**src/rtl/pipe_mux_pkg.sv**
```systemverilog
// Shared constants, helpers and stage control record for the pipelined N:1 word mux.
package pipe_mux_pkg;

  localparam int SEL_BINARY = 0;
  localparam int SEL_ONEHOT = 1;
  localparam int MAX_NUM_IN = 16;

  // Ceiling log2 for elaboration-time sizing; clog2(1) = 0.
  function automatic int clog2(input int value);
    int r;
    r = 0;
    for (int i = 0; i < 31; i++) begin
      if ((1 << i) < value) r = i + 1;
    end
    return r;
  endfunction

  // Control half of a pipeline stage; the data half is sized by the instantiating module.
  typedef struct packed {
    logic valid;
    logic err;
  } stage_flags_t;

endpackage

```
**src/rtl/pipe_mux_nto1_comb.sv**
```systemverilog
// Purely combinational N:1 word selector with binary or one-hot select and an illegal-select flag.
module mux_nto1_comb
  import pipe_mux_pkg::*;
#(
  parameter int WIDTH    = 32,
  parameter int NUM_IN   = 4,
  parameter int SEL_MODE = SEL_BINARY,
  parameter int SEL_W    = (SEL_MODE == SEL_ONEHOT) ? NUM_IN : clog2(NUM_IN)
) (
  input  logic [NUM_IN*WIDTH-1:0] in_bus,
  input  logic [SEL_W-1:0]        sel,
  output logic [WIDTH-1:0]        word,
  output logic                    err
);

  generate
    if (SEL_MODE == SEL_ONEHOT) begin : g_onehot
      // Zero or multiple hot bits are illegal and force the word to zero.
      always_comb begin
        word = '0;
        err  = (sel == '0) || ((sel & (sel - 1'b1)) != '0);
        for (int k = 0; k < NUM_IN; k++) begin
          if (sel[k]) word = word | in_bus[k*WIDTH +: WIDTH];
        end
        if (err) word = '0;
      end
    end else begin : g_binary
      // Codes at or above NUM_IN match no word and stay flagged.
      always_comb begin
        word = '0;
        err  = 1'b1;
        for (int k = 0; k < NUM_IN; k++) begin
          if (sel == SEL_W'(k)) begin
            word = in_bus[k*WIDTH +: WIDTH];
            err  = 1'b0;
          end
        end
      end
    end
  endgenerate

endmodule

```
**src/rtl/pipe_mux_nto1.sv**
```systemverilog
// Registered N:1 word mux with a 1- or 2-stage output pipeline, valid tracking,
// stall/flush control and a registered illegal-select flag.
module pipe_mux_nto1
  import pipe_mux_pkg::*;
#(
  parameter int WIDTH       = 32,
  parameter int NUM_IN      = 4,
  parameter int SEL_MODE    = SEL_BINARY,
  parameter int PIPE_STAGES = 1,
  parameter int SEL_W       = (SEL_MODE == SEL_ONEHOT) ? NUM_IN : clog2(NUM_IN)
) (
  input  logic                    clk,
  input  logic                    rst_n,
  input  logic [NUM_IN*WIDTH-1:0] in_bus,
  input  logic [SEL_W-1:0]        sel,
  input  logic                    in_valid,
  input  logic                    stall,
  input  logic                    flush,
  output logic [WIDTH-1:0]        out_data,
  output logic                    out_valid,
  output logic                    sel_err
);

  generate
    if (PIPE_STAGES < 1 || PIPE_STAGES > 2) begin : g_bad_stages
      $error("pipe_mux_nto1: PIPE_STAGES must be 1 or 2");
    end
    if (NUM_IN < 2 || NUM_IN > MAX_NUM_IN) begin : g_bad_num_in
      $error("pipe_mux_nto1: NUM_IN must be in 2..16");
    end
    if (WIDTH < 1) begin : g_bad_width
      $error("pipe_mux_nto1: WIDTH must be at least 1");
    end
    if (SEL_MODE != SEL_BINARY && SEL_MODE != SEL_ONEHOT) begin : g_bad_mode
      $error("pipe_mux_nto1: SEL_MODE must be 0 or 1");
    end
  endgenerate

  typedef struct packed {
    logic [WIDTH-1:0] data;
    stage_flags_t     flags;
  } stage_t;

  logic [WIDTH-1:0] mux_word;
  logic             mux_err;
  stage_t           next_stg;
  stage_t           stg [PIPE_STAGES];

  mux_nto1_comb #(
    .WIDTH    (WIDTH),
    .NUM_IN   (NUM_IN),
    .SEL_MODE (SEL_MODE),
    .SEL_W    (SEL_W)
  ) u_sel (
    .in_bus (in_bus),
    .sel    (sel),
    .word   (mux_word),
    .err    (mux_err)
  );

  // Handshake: in_valid qualifies in_bus/sel on every rising edge where rst_n=1,
  // flush=0 and stall=0. There is no ready; while stall is high the request is not
  // captured and the source must keep presenting it.
  always_comb begin
    next_stg             = '0;
    next_stg.data        = mux_word;
    next_stg.flags.valid = in_valid;
    next_stg.flags.err   = mux_err & in_valid;
  end

  always_ff @(posedge clk) begin
    if (!rst_n || flush) begin
      for (int i = 0; i < PIPE_STAGES; i++) stg[i] <= '0;
    end else if (!stall) begin
      stg[0] <= next_stg;
      for (int i = 1; i < PIPE_STAGES; i++) stg[i] <= stg[i-1];
    end
  end

  assign out_data  = stg[PIPE_STAGES-1].data;
  assign out_valid = stg[PIPE_STAGES-1].flags.valid;
  assign sel_err   = stg[PIPE_STAGES-1].flags.err;

endmodule

```
**config.mk**
```make
export PLATFORM = sky130hd
export DESIGN_NAME = pipe_mux_nto1
export DESIGN_NICKNAME = d
export VERILOG_FILES = /design/src/rtl/pipe_mux_pkg.sv /design/src/rtl/pipe_mux_nto1_comb.sv /design/src/rtl/pipe_mux_nto1.sv
export SDC_FILE = /design/constraint.sdc
export NUM_CORES = 1
export LEC_CHECK = 0
export BUFFER_PORTS_ARGS = -buffer_cell sky130_fd_sc_hd__buf_2
export CAP_MARGIN = 20
export CORE_MARGIN = 4
export CORE_UTILIZATION = 40
export CTS_CLUSTER_DIAMETER = 100
export DETAILED_ROUTE_END_ITERATION = 8
export GPL_ROUTABILITY_DRIVEN = 0
export GPL_TIMING_DRIVEN = 0
export PLACE_DENSITY_LB_ADDON = 0.05
export SYNTH_ARGS = -nofsm -noshare
export SYNTH_HDL_FRONTEND = slang
export SYNTH_HIERARCHICAL = 1
export SYNTH_SLANG_ARGS = --single-unit
```
**constraint.sdc**
```tcl
create_clock -name clk -period 2.3 [get_ports clk]
set_clock_uncertainty 0.2 [all_clocks]
set_input_delay 0.23 -clock clk [delete_from_list [all_inputs] [get_ports clk]]
set_output_delay 0.23 -clock clk [all_outputs]
set_load 0.1 [all_outputs]
```
* After elaboration in Yosys (flattened, before gate mapping) *
Memory sizes are Yosys's and may differ from the RTL's.
Index checks and enable logic that the tools add are counted.

word-level totals
  flip-flop bits (word level) = 0
  latch bits = 0
  memory bits (writable) = 34
  memory bits (read-only) = 0
  input bits = 135
  output and inout port bits = 34
  logic and storage cells = 24
  memories kept = 1

cells by class
  add/sub/neg operators = 0
  $mul = 0
  divide/modulo/power cells = 0
  $lt $le $gt $ge = 0
  equal/unequal tests = 3
  shifts and indexed selects = 0
  multiplexer cells = 15
  bitwise gates (word level) = 1
  reduce and logical (&&, ||, !) cells = 4

memories
  name  depth  width  read ports  clocked after Yosys merged registers in  wr ports  RTL line             source
  stg   1      34     1           0                                        1         pipe_mux_nto1.sv:47  stage_t stg [PIPE_STAGES];

operator list
  operator            number
  $mux 32             4
  $mux 34             1
  $reduce_or 34->1    1
  $mux 1              10
  $eq 2x2->1 const B  2
  $eq 2x1->1 const B  1
  $logic_not 2->1     1
  $and 1x1->1         1
  $logic_not 1->1     1
  $logic_or 1x1->1    1

* Depth between registers and ports, before layout *
  word-level depth = 7
  mapped depth = 4
  depth with buffers taken out = 2

* Modules after synthesis *
Netlist, hierarchy kept.

modules (own cells, without submodules)
  module         instances  cells an instance  area an instance (sq um)  sequential area each (sq um)
  pipe_mux_nto1  1          73                 1307.5                    1021.0
  mux_nto1_comb  1          41                 825.8                     0.0

* Worst setup path before layout *
Ideal clock, no wire load.

  path kind = input port to flip-flop
  start = input flush
  end = memory stg[0][0] in the netlist's numbering, enable pin
  setup time = 0.578 ns
  data arrival time = 1.080 ns
  required time = 1.522 ns
  setup slack = 0.442 ns
  stages = 1
  buffers on the path = 0
  cells stage by stage = nand3b_1

between the ends
  longest elaborated chain between the ends = 5
  elaborated cells on any way between the ends = 7
  classes of those cells = mux (5); reduce/logical (2)

RTL lines
  item                               RTL line             source
  start: declaration                 pipe_mux_nto1.sv:18  input logic flush,
  $logic_or 1x1->1 (*)               pipe_mux_nto1.sv:72  if (!rst_n || flush) begin
  $mux 1                             pipe_mux_nto1.sv:72
  $mux 1 (not written as such)       pipe_mux_nto1.sv:75  stg[0] <= next_stg;
  $reduce_or 34->1 (no source line)  n/a
  $mux 1 (no source line) (*)        n/a
  end: declaration                   pipe_mux_nto1.sv:47

Every way passes the cells marked *; elsewhere a longest branch is shown, timed or not.

* Worst setup path after layout *
  start = input flush
  end = memory stg[0][1] in the netlist's numbering, enable pin

Same word-level chain as after synthesis.

==> out/metrics.yaml <==
outcome: "finished clean"
ant_nets: 0
yosys.area_share.xor_xnor_pct: 0
critPathMaxStageDelay_ps: 710
power.density_nw_per_um2: 554.8
placed_cell_area_um2: 3084
fp.dieW_um: 81.03
clockBufferDepth: 2
path_class: "in -> reg"
hpwlAfterDp_um: 4603
cts_inserted_buffers: 5
tightestPinTransition_ps: 931.2
synth_compound_area_share_pct: 0
finish.utilization_pct: 61.49
crit_path_max_fanout: 18
dieHeight_um: 81.03
grt.overflow.total: 0
finalCritPeriodShare_pct: 72.19
synth.top_cell.area_share_pct: 47.86
regMostFlops: "stg"
synth_top_cell_by_area: "edfxtp_1"
synth_top_family_by_area: "multiplexers"
min_period_ps: 1660
rows: 26
grt_pass1_vias: 1733
clk_pin_slew_ps: 60
remaining_drc_errors: 0
syn_nets: 249
ys_seq_elements: 34
grt_pass1_wl_um: 7721
yosys.area_share.simple_pct: 12.73
cp.arrival_ps: 1490
slew_violations: 0
cts_setup_buffers: 0
fillers: 439
vias: 1685
antenna_found_initial: 0
htree_num_levels: 2
synthAdderAreaFrac_pct: 0
start_kind: "primary input"
drive_gt1_share_pct: 82.01
leakage_nw: 1.541
clock.fmax_mhz: 602.3
drt_iter0_markers: 39
drt-wirelength-per-cell_um: 14.77
core-area_um2: 5140
cp.required_ps: 2130
yosys-top-cells-count: "34 x edfxtp_1, 30 x mux4_2, 21 x and2_2"
crit_path_end_kind: "register"
cts-hold-fix-buffers: 0
start_util_pct: 41.50
critical_path.cell_chain: "buf_2 > nand3b_1 > buf_16"
async_reset_ff_share_pct: 0
hold_viol: 0
maxCapViolations: 0
netlist_area_um2: 2133
grt_use_total_pct: 15.72
io_buffers: 167
ys_types: 14
diodes: 0
synth_seq_area_share_pct: 47.86
synth_edf_count: 34
yosysMostFrequentCell: "edfxtp_1"
viasPerCell: 4.694
root_buffer: "clkbuf_8"
first_pass_iters: 4
yosysWarnings: 6
reg.largest.list: "stg (34)"
postSynthCellCount: 114
final_area_um2: 3161
syn_to_final_growth_pct: 48.15
min_path_type: "in -> reg"
cts_tree: "built"
ios: 169
synth_mux_area_share_pct: 34.13
synth_ff_type: "edfxtp_1"
vdd.ir_drop.worst_v: 0.0002270
synth_area_per_cell_um2: 18.71
slowest_stage: "nand3b_1"
slew_headroom_pct: 37.73
clock_sinks: 34
drt_wl_total_um: 5304
synth_area_leaders: "edfxtp_1 48%, mux4_2 32%, and2_2 7.4%"
die_area_um2: 6566
rsz0062_at_grt: "no"
largest_reg_flops: 34
setup_viol_count_final: 0
min_path_cells: 2
cts_resized: 0
grt_max_degree: 19
nets: 424
## layer usage
| metal | global-route usage, % | wire (um) | share of wire (%) |
|---|---|---|---|
| met1 | 16.74 | 1789 | 34 |
| met3 | 5.322 | 657 | 12 |
| met4 | 4.561 | 31 | 0.58 |
| met2 | 29.23 | 2825 | 53 |
| met5 | 0 | 0 | 0 |
## stage by stage
stage	instances	TNS, ps	power [mW]	hold slack [ps]	worst slack [ps]
floorplan	114	0	1.208	344.6	442.0
global placement	351	-2426	1.371	441.0	-72.33
detailed placement	352	0	1.380	442.5	334.7
CTS	359	0	1.778	156.4	623.8
global route	359	0	1.837	164.7	559.8
finish	359	0	1.754	164.6	639.6
## report_power, final
| part | internal (mW) | leakage, nW | switching [mW] |
|---|---|---|---|
| clock network | 0.208 | 0.0383 | 0.184 |
| registers | 0.724 | 0.391 | 0.00877 |
| logic | 0.224 | 1.11 | 0.405 |
| total | 1.16 | 1.54 | 0.598 |
## path summary, 6_finish.rpt
path	startpoint	endpoint	slack (ps)
worst max-delay path	flush	stg[0][1]	640
worst min-delay path	in_valid	stg[0][1]	160
## cell usage in the layout (no fill, tap or decap)
master,instances
clkbuf_8,5
nor3b_4,1
buf_6,1
buf_12,3
buf_16,1
and2_2,21
buf_4,1
mux4_2,30
edfxtp_1,34
buf_2,170
nand3b_1,1
conb_1,1
mux4_1,2
clkbuf_2,3
clkbuf_1,2
and2_1,12
and4bb_2,1
## critical path, delay by kind of cell
kind	cells	cell delay, ps
buffers and inverters	2	540
AND/OR/NAND/NOR	1	710
## cell families after synthesis
logic type,after synthesis
AND/OR/NAND/NOR,36
flip-flops,34
other,1
multiplexers,32
buffers and inverters,11
## cell type report
cell class	instances	area, um2	area share (%)
sequential	34	1021	32.30
multi-input combinational	69	1003	31.75
timing repair buffer	168	863.3	27.32
buffer	11	108.9	3.444
tap	70	87.58	2.771
clock buffer	7	76.32	2.415
Note: power is estimated with default switching activity, not from simulation.
